### src/rtl/gate_tt_sequencer.sv
// gate_tt_sequencer: walks a 2-input gate through all four input vectors,
// checks each response against truth table TT and reports mismatches.
module gate_tt_sequencer #(
    parameter logic [3:0] TT         = 4'b1001,
    parameter int         SETTLE_CYC = 2,
    parameter int         LOOPS      = 1,
    parameter int         CNT_W      = 8
) (
    input  logic             CLK,
    input  logic             RST,
    input  logic             Start,
    input  logic             Abort,
    input  logic             Q,
    output logic             A,
    output logic             B,
    output logic             Busy,
    output logic             Done,
    output logic             Pass,
    output logic [3:0]       FailMask,
    output logic [CNT_W-1:0] ErrCount
);
    localparam int SW = SETTLE_CYC > 1 ? $clog2(SETTLE_CYC) : 1;
    localparam int LW = LOOPS > 1 ? $clog2(LOOPS) : 1;
    typedef enum logic [1:0] {IDLE, SETTLE, SAMPLE, DONE} state_t;
    state_t state, state_n;
    logic [1:0] idx, idx_n;
    logic [LW-1:0] loop, loop_n;
    logic [SW-1:0] cnt, cnt_n;
    logic a_n, b_n, done_n, pass_n;
    logic [3:0] fail_n;
    logic [CNT_W-1:0] err_n;
    always_ff @(posedge CLK or posedge RST) begin
        if (RST) begin
            state    <= IDLE;
            idx      <= '0;
            loop     <= '0;
            cnt      <= '0;
            A        <= 1'b0;
            B        <= 1'b0;
            Busy     <= 1'b0;
            Done     <= 1'b0;
            Pass     <= 1'b0;
            FailMask <= '0;
            ErrCount <= '0;
        end else begin
            state    <= state_n;
            idx      <= idx_n;
            loop     <= loop_n;
            cnt      <= cnt_n;
            A        <= a_n;
            B        <= b_n;
            Busy     <= state_n == SETTLE || state_n == SAMPLE;
            Done     <= done_n;
            Pass     <= pass_n;
            FailMask <= fail_n;
            ErrCount <= err_n;
        end
    end
    always_comb begin
        state_n = state;
        idx_n   = idx;
        loop_n  = loop;
        cnt_n   = cnt;
        a_n     = A;
        b_n     = B;
        done_n  = Done;
        pass_n  = Pass;
        fail_n  = FailMask;
        err_n   = ErrCount;
        // Abort has priority everywhere; partial results are kept for inspection
        if (Abort) begin
            state_n = IDLE;
            done_n  = 1'b0;
            pass_n  = 1'b0;
            a_n     = 1'b0;
            b_n     = 1'b0;
        end else begin
            case (state)
                IDLE, DONE: if (Start) begin
                    state_n = SETTLE;
                    idx_n   = '0;
                    loop_n  = '0;
                    cnt_n   = SW'(SETTLE_CYC - 1);
                    a_n     = 1'b0;
                    b_n     = 1'b0;
                    done_n  = 1'b0;
                    pass_n  = 1'b0;
                    fail_n  = '0;
                    err_n   = '0;
                end
                SETTLE: if (cnt == '0) state_n = SAMPLE; else cnt_n = cnt - 1'b1;
                SAMPLE: begin
                    if (Q != TT[idx]) begin
                        fail_n[idx] = 1'b1;
                        err_n       = &ErrCount ? ErrCount : ErrCount + 1'b1;
                    end
                    if (idx != 2'd3 || loop != LW'(LOOPS - 1)) begin
                        state_n      = SETTLE;
                        idx_n        = idx + 2'd1;
                        loop_n       = idx == 2'd3 ? loop + 1'b1 : loop;
                        cnt_n        = SW'(SETTLE_CYC - 1);
                        {a_n, b_n}   = idx + 2'd1;
                    end else begin
                        state_n = DONE;
                        done_n  = 1'b1;
                        pass_n  = err_n == '0;
                    end
                end
                default: state_n = IDLE;
            endcase
        end
    end
endmodule
### config.mk
export PLATFORM = sky130hd
export DESIGN_NAME = gate_tt_sequencer
export DESIGN_NICKNAME = d
export VERILOG_FILES = /design/src/rtl/gate_tt_sequencer.sv
export SDC_FILE = /design/constraint.sdc
export NUM_CORES = 1
export LEC_CHECK = 0
export ABC_AREA = 1
export BUFFER_PORTS_ARGS = -buffer_cell sky130_fd_sc_hd__clkbuf_2
export CELL_PAD_IN_SITES_DETAIL_PLACEMENT = 1
export CELL_PAD_IN_SITES_GLOBAL_PLACEMENT = 2
export CORE_ASPECT_RATIO = 1.5
export CORE_MARGIN = 2
export CORE_UTILIZATION = 34
export CTS_CLUSTER_SIZE = 8
export DETAILED_ROUTE_END_ITERATION = 8
export PLACE_DENSITY_LB_ADDON = 0.1
export SYNTH_ARGS = -nofsm -noshare
export SYNTH_HDL_FRONTEND = slang
export SYNTH_SLANG_ARGS = --single-unit
### constraint.sdc
create_clock -name CLK -period 3.9 [get_ports CLK]
set_clock_uncertainty 0.15 [all_clocks]
set_input_delay 0.78 -clock CLK [delete_from_list [all_inputs] [get_ports CLK]]
set_output_delay 0.78 -clock CLK [all_outputs]
set_load 0.02 [all_outputs]
==> results.txt <==
----------------------------------------------------
[Outcome]
  Outcome ... complete, no violations

[Synth]
  Leading area contributor after synthesis ... sky130_fd_sc_hd__dfrtp_1
  Sequential-to-total area share from yosys stat ... 41.3%
  Net count after synthesis ... 193
  Cell variety after synth ... 27
  Avg Inst Size Synth ... 7.70 µm²
  Yosys synthesis warning count ... 0
  Number of flip-flops and latches in the synthesized netlist ... 23
  Synthesized area ... 0.00139 mm²
  Cell types occupying the most area after synthesis ... sky130_fd_sc_hd__dfrtp_1 41%, sky130_fd_sc_hd__nand2_1 11%, sky130_fd_sc_hd__inv_1 7.5%
  Synthesized instance count ... 181
  Fraction of post-synthesis cell area in the top cell type by area ... 41.3%

[STA]
  Accumulated negative setup slack ... 0 ns
  Unrepaired setup endpoints after global routing ... false
  Total count of max-transition violations in the final report ... 0
  Fmax ... 424 MHz
  Hold violation total from the final report ... 0
  Final critical path time including I/O delays and setup ... 2.36 ns
  Share of the clock period used by the worst path after layout ... 60.5%
  Max-slew headroom ... 40.5%
  Count of final setup violators ... 0
  Final setup margin ... 1.54 ns
  Worst-margin pin slew ... 0.891 ns

[GRT]
  Via count of the first global-routing pass ... 1339
  All-Layer GR Usage ... 16.7%
  Pin count of the biggest net entering global routing ... 24
  Remaining Overflow, GRT ... 0
  Initial antenna violation count ... 0
  Wire length of the first global-routing pass ... 5960 µm

[Route]
  DR top layer ... met4
  Routed metal-1 wire length ... 1360 µm
  Detailed Route Iter0 Violations ... 29
  Remaining antenna violation count after routing ... 0
  Via density per instance ... 4.92
  Via count of the routed design ... 1226
  Average routed wire per standard cell ... 14.3 µm
  TritonRoute pass-1 iters ... 4
  Total routed wirelength ... 3560 µm
  Remaining design rule violation count ... 0
  WL met3 ... 57 µm
  Sum of met2 wire segment lengths after detailed routing ... 2120 µm

[Floorplan]
  Vertical extent of the die ... 82.4 µm
  Site row count ... 28
  Horiz. Die Dim ... 56.3 µm
  Core footprint ... 0.00396 mm²
  Initial cell density of the core ... 35.2%
  Total I/O pin count ... 22
  Die ar. ... 0.00464 mm²

[Clock network]
  Clock buffers created by TritonCTS ... 3
  Clock H-tree levels ... 1
  Root buffer cell ... sky130_fd_sc_hd__clkbuf_8
  Post-CTS resize count ... 0
  CTS max path bufs ... 2
  Clk slew on worst S/H paths ... 0.08 ns
  TritonCTS sink count ... 23
  Clk_lat worst skew ... 0.26 ns
  CTS tree ... done
  # hold bufs at CTS ... 0
  Buffers inserted by post-CTS timing repair ... 0

[Hold path]
  Worst min-delay path category ... reg2reg

[Cells and area]
  Layout area overhead ... 14.1%
  Combined area of the multi-input logic cells ... 688 µm²
  Fillers ... 512
  Number of antenna cells inserted ... 0
  Finished Cell Area ... 0.00159 mm²
  Seq. cell area ... 576 µm²
  Post-route insts no fill ... 249
  Fraction of layout instances using a drive strength above 1 ... 21.6%
  Net count reported at finish ... 217

[Power and ir drop]
  Internal power ... 0.000368 W
  Part of the total power dissipated in combinational logic ... 24.4%
  Share of total power in the clock network ... 27.0%
  Net switching fraction of the power ... 32.9%
  Power density over the cells ... 344 mW/mm²
  Net Sw Power ... 0.000180 W
  Sequential fraction of design power ... 48.6%
  Standby leakage power ... 0.817 nW
  Worst ir drop on vdd ... 177 µV

[Critical path]
  Count of buffering cells on the critical path with inverters included ... 3
  Gate family responsible for the most delay along the worst path ... simple AND/OR/NAND/NOR gates
  Worst-path fanout max ... 13
  Required time worst endpoint ... 3.93 ns
  Setup CP Type ... reg2reg
  Cell with the largest stage delay on the worst path ... sky130_fd_sc_hd__nor2_1
  Arr. time, crit path ... 2.39 ns
  Cells along the critical path ... inv_1, ha_1, inv_1, o21ai_1, nor2_1, o21ai_1, inv_2, nand2_1, a21oi_1
  Setup crit start kind ... flip-flop
  Crit path capture type ... flip-flop
  Crit-path max cell delay ... 0.63 ns

[Placed design]
  Placed cells ... 245
  Dpl cell area ... 0.00155 mm²
  Number of input and output port buffers inserted ... 21
  Worst setup slack after placement ... 1.36 ns
  Routability-driven placement congestion ratio ... 0.815
  Placed wire-length estimate after detailed placement ... 2960 µm

[Flow run]
  MaxCap Viol Count ... 0

----------------------------------------------------
## cells in the final DEF, fill, tap and decap left out, types with 3 or more instances in the layout
cell type                   n
sky130_fd_sc_hd__a21oi_1    8
sky130_fd_sc_hd__clkbuf_2  21
sky130_fd_sc_hd__clkbuf_8   3
sky130_fd_sc_hd__dfrtp_1   23
sky130_fd_sc_hd__ha_1       7
sky130_fd_sc_hd__inv_1     28
sky130_fd_sc_hd__inv_2      4
sky130_fd_sc_hd__nand2_1   41
sky130_fd_sc_hd__nand2_2    4
sky130_fd_sc_hd__nand2_4    3
sky130_fd_sc_hd__nand3_1   10
sky130_fd_sc_hd__nand3_2    3
sky130_fd_sc_hd__nor2_1    16
sky130_fd_sc_hd__o21ai_0    7
sky130_fd_sc_hd__o21ai_1    5
sky130_fd_sc_hd__o22ai_1    5
## power by group through the flow
stage               logic (W)  clock network, W  registers, W
floorplan           0.0000837                 0      0.000283
global placement     0.000131                 0      0.000271
finish               0.000134          0.000148      0.000266
global route         0.000153          0.000167      0.000268
detailed placement   0.000137                 0      0.000272
CTS                  0.000138          0.000154      0.000267
## layout make-up
class / count / share of cell area (%)
clock buffers: 4 / 2.83
well taps: 45 / 3.54
multi-input cells: 124 / 43.3
flip-flops and latches: 23 / 36.2
repair buffers: 21 / 6.61
inverters: 32 / 7.55
## worst min-delay path, stage by stage (launching register included)
cell and delay, ns:
sky130_fd_sc_hd__dfrtp_1 0.35, sky130_fd_sc_hd__nand2_1 0.06, sky130_fd_sc_hd__inv_1 0.04
## worst paths after layout
kind	from	end	slack [ns]	cells after the start
max in group asynchronous	RST	idx[1]	2.52	2
hold reg to reg	loop	loop	0.33	2
min in group asynchronous	RST	ErrCount[0]	0.53	2
setup reg to reg	state[0]	FailMask[0]	1.54	9
setup / recovery	state[0]	FailMask[0]	1.54	9
hold / removal	loop	loop	0.33	2
## through the flow
| step | util (%) | total power [W] | hold WS [ns] |
|---|---|---|---|
| floorplan | - | 0.000366 | 0.287 |
| global placement | 39.0 | 0.000402 | 0.301 |
| detailed placement | 39.0 | 0.000409 | 0.314 |
| CTS | 40.2 | 0.000559 | 0.333 |
| global route | 40.2 | 0.000588 | 0.363 |
| finish | 40.2 | 0.000548 | 0.328 |
## flip-flops by register name (all words and copies together), names as in the netlist
name	count
ErrCount	8
Done	1
Busy	1
cnt	1
B	1
state	2
loop	1
A	1
idx	2
Pass	1
FailMask	4
## layer usage
layer	track usage, %	up-vias
met5	0	-
met4	5.00	0
met3	1.40	2
met2	35.8	12
met1	16.7	592
li1	-	620
## synth_stat cells (all sizes together)
cell type and n:
nor2 19, a31o 1, nor3 1, nand3 13
inv 32, and3 1, buf 2, nand4 2
xnor2 1, a21oi 8, o22ai 5, o31ai 2
xor2 1, nand2 48, o21bai 1, dfrtp 23
ha 7, o21ai 13, nand3b 1
## cells by family (layout without fill, tap and decap cells)
logic type	after synthesis	in the layout	synth area share, %
compound gates	30	30	12.6
xor+xnor	2	2	1.26
fa+ha+maj	7	7	6.28
buf+inv	34	57	9.34
flops	23	23	41.3
simple gates	85	85	29.3
(Power assumes the default switching activity.)
